[config.mk]
export PLATFORM = sky130hd
export DESIGN_NAME = vga_sync_decoder
export DESIGN_NICKNAME = d
export VERILOG_FILES = /design/src/rtl/vga_sync_decoder.sv
export SDC_FILE = /design/constraint.sdc
export NUM_CORES = 1
export LEC_CHECK = 0
export ABC_AREA = 1
export CORE_MARGIN = 1.5
export CORE_UTILIZATION = 29
export DETAILED_ROUTE_END_ITERATION = 7
export SYNTH_ARGS = -nofsm -noshare
export SYNTH_HDL_FRONTEND = slang
export SYNTH_SLANG_ARGS = --single-unit
[constraint.sdc]
create_clock -name clk -period 3.5 [get_ports clk]
set_clock_uncertainty 0.2 [all_clocks]
set_input_delay 0.7 -clock clk [delete_from_list [all_inputs] [get_ports clk]]
set_output_delay 0.7 -clock clk [all_outputs]
set_load 0.01 [all_outputs]
[src/rtl/vga_sync_decoder.sv]
// Receive-side VGA timing recovery: samples hsync/vsync/blank_n, recovers x/y coordinates,
// measures line/frame timing and declares lock after consecutive conforming frames.
module vga_sync_decoder #(
  parameter int unsigned H_ACTIVE    = 640,
  parameter int unsigned V_ACTIVE    = 480,
  parameter int unsigned LOCK_FRAMES = 2,
  parameter int unsigned TIMEOUT     = 2047
) (
  input  logic        clk,
  input  logic        rst,
  input  logic        hsync_in,
  input  logic        vsync_in,
  input  logic        blank_n_in,
  output logic        locked,
  output logic        pixel_valid,
  output logic [9:0]  x,
  output logic [8:0]  y,
  output logic        frame_start,
  output logic        frame_err,
  output logic [10:0] h_period,
  output logic [9:0]  last_width,
  output logic [8:0]  last_lines
);

  localparam logic [9:0]  H_ACT_C   = 10'(H_ACTIVE);
  localparam logic [8:0]  V_ACT_C   = 9'(V_ACTIVE);
  localparam logic [2:0]  LOCK_C    = 3'(LOCK_FRAMES);
  localparam logic [10:0] TIMEOUT_C = 11'(TIMEOUT);

  typedef enum logic [1:0] {SEARCH, MEASURE, LOCKED} state_e;

  state_e      state_q, state_d;
  logic        s_h_q, s_v_q, s_b_q, p_h_q, p_v_q, p_b_q;
  logic [10:0] hcnt_q, hcnt_d;
  logic        h_seen_q, h_seen_d;
  logic [9:0]  run_q, run_d;
  logic [8:0]  lines_q, lines_d;
  logic        bad_q, bad_d;
  logic [2:0]  good_q, good_d;
  logic        pv_q, pv_d, fs_q, fs_d, fe_q, fe_d;
  logic [9:0]  x_q, x_d, lw_q, lw_d;
  logic [8:0]  y_q, y_d, ll_q, ll_d;
  logic [10:0] hper_q, hper_d;

  logic       h_rise, v_rise, b_rise, b_fall;
  logic [8:0] lines_inc;
  logic       frame_bad, frame_good, timeout;

  assign h_rise = s_h_q & ~p_h_q;
  assign v_rise = s_v_q & ~p_v_q;
  assign b_rise = s_b_q & ~p_b_q;
  assign b_fall = ~s_b_q & p_b_q;

  // A line ending in the same cycle as the vsync rise still belongs to the ending frame.
  assign lines_inc  = (b_fall && lines_q != '1) ? lines_q + 9'd1 : lines_q;
  assign frame_bad  = bad_q | (b_fall && run_q != H_ACT_C) | (s_b_q & (s_h_q | s_v_q));
  assign frame_good = (lines_inc == V_ACT_C) && !frame_bad;
  assign timeout    = hcnt_q >= TIMEOUT_C;

  always_comb begin
    hcnt_d   = hcnt_q;
    h_seen_d = h_seen_q;
    hper_d   = hper_q;
    if (h_rise) begin
      hcnt_d   = 11'd1;
      h_seen_d = 1'b1;
      if (h_seen_q) hper_d = hcnt_q;
    end else if (hcnt_q != '1) begin
      hcnt_d = hcnt_q + 11'd1;
    end

    run_d = run_q;
    if (b_rise)                   run_d = 10'd1;
    else if (s_b_q && run_q != '1) run_d = run_q + 10'd1;

    lw_d = b_fall ? run_q : lw_q;

    lines_d = lines_inc;
    bad_d   = frame_bad;
    fs_d    = v_rise;
    ll_d    = ll_q;
    if (v_rise) begin
      lines_d = '0;
      bad_d   = 1'b0;
      ll_d    = lines_inc;
    end

    state_d = state_q;
    good_d  = good_q;
    fe_d    = 1'b0;
    case (state_q)
      SEARCH: begin
        if (v_rise) begin
          state_d = MEASURE;
          good_d  = '0;
        end
      end
      MEASURE: begin
        if (timeout) begin
          state_d = SEARCH;
          good_d  = '0;
          fe_d    = 1'b1;
        end else if (v_rise) begin
          if (frame_good) begin
            good_d = good_q + 3'd1;
            if (good_q + 3'd1 == LOCK_C) state_d = LOCKED;
          end else begin
            good_d = '0;
            fe_d   = 1'b1;
          end
        end
      end
      LOCKED: begin
        if (timeout || (v_rise && !frame_good)) begin
          state_d = SEARCH;
          good_d  = '0;
          fe_d    = 1'b1;
        end
      end
      default: begin
        state_d = SEARCH;
        good_d  = '0;
      end
    endcase

    // Validity uses the current state, so a lock taken this cycle shows from the next pixel.
    pv_d = (state_q == LOCKED) && s_b_q;
    x_d  = x_q;
    y_d  = y_q;
    if (pv_d) begin
      x_d = b_rise ? 10'd0 : run_q;
      y_d = lines_q;
    end
  end

  always_ff @(posedge clk or posedge rst) begin
    if (rst) begin
      state_q  <= SEARCH;
      s_h_q    <= 1'b0;
      s_v_q    <= 1'b0;
      s_b_q    <= 1'b0;
      p_h_q    <= 1'b0;
      p_v_q    <= 1'b0;
      p_b_q    <= 1'b0;
      hcnt_q   <= '0;
      h_seen_q <= 1'b0;
      run_q    <= '0;
      lines_q  <= '0;
      bad_q    <= 1'b0;
      good_q   <= '0;
      pv_q     <= 1'b0;
      fs_q     <= 1'b0;
      fe_q     <= 1'b0;
      x_q      <= '0;
      y_q      <= '0;
      lw_q     <= '0;
      ll_q     <= '0;
      hper_q   <= '0;
    end else begin
      state_q  <= state_d;
      s_h_q    <= hsync_in;
      s_v_q    <= vsync_in;
      s_b_q    <= blank_n_in;
      p_h_q    <= s_h_q;
      p_v_q    <= s_v_q;
      p_b_q    <= s_b_q;
      hcnt_q   <= hcnt_d;
      h_seen_q <= h_seen_d;
      run_q    <= run_d;
      lines_q  <= lines_d;
      bad_q    <= bad_d;
      good_q   <= good_d;
      pv_q     <= pv_d;
      fs_q     <= fs_d;
      fe_q     <= fe_d;
      x_q      <= x_d;
      y_q      <= y_d;
      lw_q     <= lw_d;
      ll_q     <= ll_d;
      hper_q   <= hper_d;
    end
  end

  assign locked      = (state_q == LOCKED);
  assign pixel_valid = pv_q;
  assign x           = x_q;
  assign y           = y_q;
  assign frame_start = fs_q;
  assign frame_err   = fe_q;
  assign h_period    = hper_q;
  assign last_width  = lw_q;
  assign last_lines  = ll_q;

endmodule

# After elaboration in Yosys (flattened, before gate mapping)
# Cells that the tools add are included.
totals:
  ff_bits: 95
  wordCells: 92
  input_bits: 5
classes:
  bitwise: 12
  addsub: 4
  n_mux: 26
  n_lt_le_gt_ge: 1
  reduce_logical: 15
  eq_ne: 13
ops:
  columns: ["op", "count"]
  rows:
  - ["2-to-1 mux 10 bit", 3]
  - ["2-to-1 mux 11 bit", 2]
  - ["!= test 10 bit, second input constant", 2]
  - ["2-to-1 mux 9 bit", 2]
  - ["2-to-1 mux 3 bit", 5]
  - ["2-to-1 mux 2 bit", 6]
  - ["adder 11 x 1 -> 11 bit, second input constant", 1]
  - [">= comparator 11 bit, second input constant", 1]
  - ["!= test 11 bit, second input constant", 1]
  - ["adder 10 x 1 -> 10 bit, second input constant", 1]
  - ["adder 9 x 1 -> 9 bit, second input constant", 1]
  - ["== test 9 bit, second input constant", 1]
  - ["!= test 3 bit, second input constant", 3]
  - ["!= test 9 bit, second input constant", 1]
  - ["one-hot mux 3 bit (3 select lines)", 1]
  - ["logical AND 1 bit", 6]
  - ["one-hot mux 2 bit (3 select lines)", 1]
  - ["bitwise AND 1 bit", 5]
  - ["2-to-1 mux 1 bit", 5]
  - ["AND reduction 5 bit", 1]
  - ["inverter 1 bit", 4]
  - ["nonzero test 2 bit", 2]
  - ["adder 3 x 1 -> 3 bit, second input constant", 1]
  - ["== test 3 x 2 -> 1 bit, second input constant", 1]
  - ["other kinds (11)", 14]

# Logic depth before layout (Yosys ltp)
logic_depth:
  ltp_word: 12
  depth_mapped: 17
  ltp_nobuf: 17

# Worst setup path after synthesis
# Ideal clock, no wire load.
synth_path:
  kind: "reg-to-reg"
  start: "register lines_q[0]"
  end: "register good_q[2]"
  synth_period_minus_slack_ns: 2.381
  path_buffers: 0
  t_required_ns: 3.226
  t_arrival_ns: 2.108
  path_slack_ns: 1.119
  path_stages_with_launch: 18
  cell_sequence: "dfrtp_1 -> ha_1 -> nand3_1 -> nor4_1 -> ha_1 -> inv_2 -> nand3_4 -> nor2_2 -> nand2_1 -> nand2_1 -> nand2_1 -> nor2_4 -> nand3_4 -> nand2_4 -> nand3_4 -> nand2_4 -> nand2_1 -> o21ai_2"
synth_via:
  elab_chain_cells: 10
synth_lines:
  columns: ["item", "line", "source"]
  rows:
  - ["from (decl)", "37", "logic [8:0] lines_q, lines_d;"]
  - ["from (signal assigned)", "170", "lines_q <= lines_d;"]
  - ["parallel branches: the longest is 2 deep, another holds adder 9 x 1 -> 9 bit", null, null]
  - ["2-to-1 mux 9 bit (*)", "55", "assign lines_inc = (b_fall && lines_q != '1) ? lines_q + 9'd1 : lines_q;"]
  - ["== test 9 bit (*)", "57", "assign frame_good = (lines_inc == V_ACT_C) && !frame_bad;"]
  - ["logical AND 1 bit (*)", "57", null]
  - ["parallel branches: the longest is 5 deep, another holds 2-to-1 mux 3 bit", null, null]
  - ["to (signal assigned)", "172", "good_q <= good_d;"]
  - ["to (decl)", "39", "logic [2:0] good_q, good_d;"]
# Mark *: on every way between the ends. The select of a mux whose other input is x is not followed.
# A chain may end at the register's enable or synchronous reset.

# Worst setup path in the final report
layout_path:
  start: "register lines_q[1]"
  end: "register good_q[2]"
# Same word-level chain as after synthesis.

==> results.md <==
* R2r setup slk at 0.85 ns
* First-pass GRT wire length at 15300 um
* Critical path type: flip-flop to flip-flop
* Largest net degree at the start of global routing at 96
* Sequential cell area at 2380 um2
* Maximum buffer depth of the clock tree at 2
* GRT Util Overall at 0.121
* Asr flop ratio synth at 1.00
* Tightest Pin Transition at 1.15 ns
* Pwr dens at 524 nW/um2
* Net Sw Frac at 0.282
* Reg2Reg Depth at 16
* Die X at 124 um
* CTS Root Cell: clkbuf_16
* Fin area at 5340 um2
* Nets at 551
* Comb power frac at 0.198
* Initial Util at 0.295
* TritonCTS Sinks at 95
* Number of synthesized register bits at 95
* Synth-to-Final Area Change at 25.4%
* Post-synth top area cell: dfrtp_1
* Critical Path Source: lines_q[1]$_DFF_PP0_
* Crit path DAT at 2.73 ns
* Worst-Skew Late Latency at 0.34 ns
* Setup crit start kind: flip-flop
* Reg clk slew, reported paths at 0.06 ns
* Hpwl dp at 6430 um
* RSZ-0062 raised after global routing: false
* Part of the power in the clock network at 0.345
* Die H at 124 um
* 1st-iter DRT viols at 182
* Initial antenna violation count at 0
* Critical R2R Capture: good_q[2]$_DFFE_PP0P_
* Number of nets with antenna violations after routing at 0
* Status: finished, final reports clean
* Max cap viols at 0
* Number of buffers created by CTS at 9
* Area share of the largest cell type after synthesis at 0.558
* Worst IR drop on VDD at 0.232 mV
* Worst setup endpoint: good_q[2]$_DFFE_PP0P_
* Total wire length at 8970 um
* Min-delay worst type: flip-flop to flip-flop
* Fmax at 377 MHz
* Final setup violation count at 0
* Sw power at 0.788 mW
* Post-Place Cell Area at 5050 um2
* Die area at 15400 um2
* Area taken by multi-input logic gates at 1610 um2
* Most common cell after layout, fill and taps aside: nand2_1
* Cell total after placement at 709
* Net Count, Synth at 492
* Sequential area share after synthesis at 0.558
* Setup TNS at 0 ns
* Post-CTS Setup Inserts at 0
* Post-CTS Hold Fix Bufs at 0
* DP Worst Slack at 0.841 ns
* H-tree Lvls at 3
* Ys flop type: dfrtp_1
* Slew Limit Headroom at 0.232
* Filler cell count at 1458
* Vias per cell at 4.55
* Number of diodes at 0
* IO buf count at 57
* Mean Syn Cell Area at 8.93 um2
* Cells after Synth at 477
* Leakage Power at 2.39 nW
* Vias in the first global route at 3304
* DR vias at 3300
* Synth top area cells: dfrtp_1 (56%), nand2_1 (11%), o21ai_0 (6.3%), inv_1 (4.8%), ha_1 (2.9%)
* R2r startpoint: lines_q[1]$_DFF_PP0_
* WL met2 at 4190 um
* CORE AREA at 14400 um2
* Grt ovf at 0
* Post-CTS resize count at 0
* # rows at 44
* Pint at 2.01 mW
* Wire per inst at 12.4 um
* Max-slew violation count at 0
* Synthesized cell area at 4260 um2
* Critical path peak fanout at 8
* Final period utilization at 0.758
* Cell variety after synth at 30
* Part of the power in registers at 0.457
* Endpoints failing hold at 0
* Layout cell share with drive strength beyond 1 at 0.0906
* WL met3 at 315 um
* Post-Route M1 WL at 4300 um
* Commonest cells after routing, fill and taps aside: nand2_1 (126), dfrtp_1 (95), clkdlybuf4s50_1 (57), o21ai_0 (54), inv_1 (53)
* CTS tree: done
* Gpl congestion at 0.819
* Ys Warns at 0
* Top Ports at 58
* Drt pass-1 iters at 4
* Final cell count without fillers at 725
* Final WS setup at 0.846 ns
* Final Critical Period at 2.65 ns
* Top routing layer in use: met4
* WP data required at 3.57 ns
* Post-synth EDFFs at 0
* Drc violations at 0
* Crit. End Element: flip-flop
==> how the worst min path moves through the flow <==
stage	start	endpoint	slack [ns]	cells after the start
2_1_floorplan	s_h_q$_DFF_PP0_	p_h_q$_DFF_PP0_	0.15	0
3_5_place_dp	s_v_q$_DFF_PP0_	p_v_q$_DFF_PP0_	0.16	0
5_1_grt	s_v_q$_DFF_PP0_	p_v_q$_DFF_PP0_	0.19	0
6_report	s_v_q$_DFF_PP0_	p_v_q$_DFF_PP0_	0.18	0
3_3_place_gp	s_h_q$_DFF_PP0_	p_h_q$_DFF_PP0_	0.16	0
4_1_cts	s_v_q$_DFF_PP0_	p_v_q$_DFF_PP0_	0.18	0
==> flip-flops by register name, indices dropped and copies added, names as in the netlist, 2 cells and up <==
register,flops
h_period,11
hcnt_q,11
last_width,10
run_q,10
x,10
last_lines,9
lines_q,9
y,9
good_q,3
state_q,2
==> metal layers <==
metal  vias up  GRT usage
met1      1576      0.151
met2        58      0.197
met4         0     0.0609
li1       1653          -
met3        13     0.0263
met5         -          0
==> through the flow <==
| stage | power, mW | utilization | hold WS [ns] |
|---|---|---|---|
| 2_1_floorplan | 1.62 | - | 0.154 |
| 3_3_place_gp | 1.84 | 0.350 | 0.161 |
| 3_5_place_dp | 1.86 | 0.350 | 0.164 |
| 4_1_cts | 2.85 | 0.370 | 0.178 |
| 5_1_grt | 2.97 | 0.370 | 0.192 |
| 6_report | 2.80 | 0.370 | 0.176 |
==> power by group through the flow <==
stage | Clock (mW) | Sequential [mW] | Combinational, mW
2_1_floorplan | 0 | 1.31 | 0.310
3_3_place_gp | 0 | 1.29 | 0.547
3_5_place_dp | 0 | 1.30 | 0.562
4_1_cts | 1.00 | 1.28 | 0.564
5_1_grt | 1.05 | 1.29 | 0.626
6_report | 0.965 | 1.28 | 0.554
==> synthesized netlist by cell type, types with 6 or more instances <==
cell type    n
nand2_2      7
nor3_1      13
inv_2        6
dfrtp_1     95
clkbuf_1    12
o31ai_1     10
ha_1        10
nand3_1     16
inv_1       54
nor2_1      29
a21oi_1     10
o21ai_0     54
nand2_1    126
==> cell type report <==
class                   count  area share
inverters                  60      0.0424
repair buffers             60       0.113
multi-input cells         310       0.302
flip-flops and latches     95       0.445
well taps                 184      0.0431
clock buffers              12      0.0461
clock inverters             4     0.00843
==> cells by family after synthesis <==
kind of cell    after synthesis  synth area share
flops                        95             0.558
compound gates               82             0.107
xor+xnor                      2           0.00411
fa+ha+maj                    10            0.0294
simple gates                216             0.238
buf+inv                      72            0.0634
==> worst max-delay path, cell delays in order, from the launching register on <==
cell and delay (ns):
dfrtp_1 0.39, ha_1 0.21, nand3_1 0.15, nor4_1 0.22
ha_1 0.27, inv_2 0.07, nand3_4 0.12, nor2_2 0.06
nand3_1 0.07, nand2_1 0.15, nor2_4 0.17, nand3_4 0.10
nand2_4 0.08, nand3_4 0.10, nand2_4 0.10, nand2_1 0.06
o21ai_2 0.05
(Power assumes the default switching activity.)
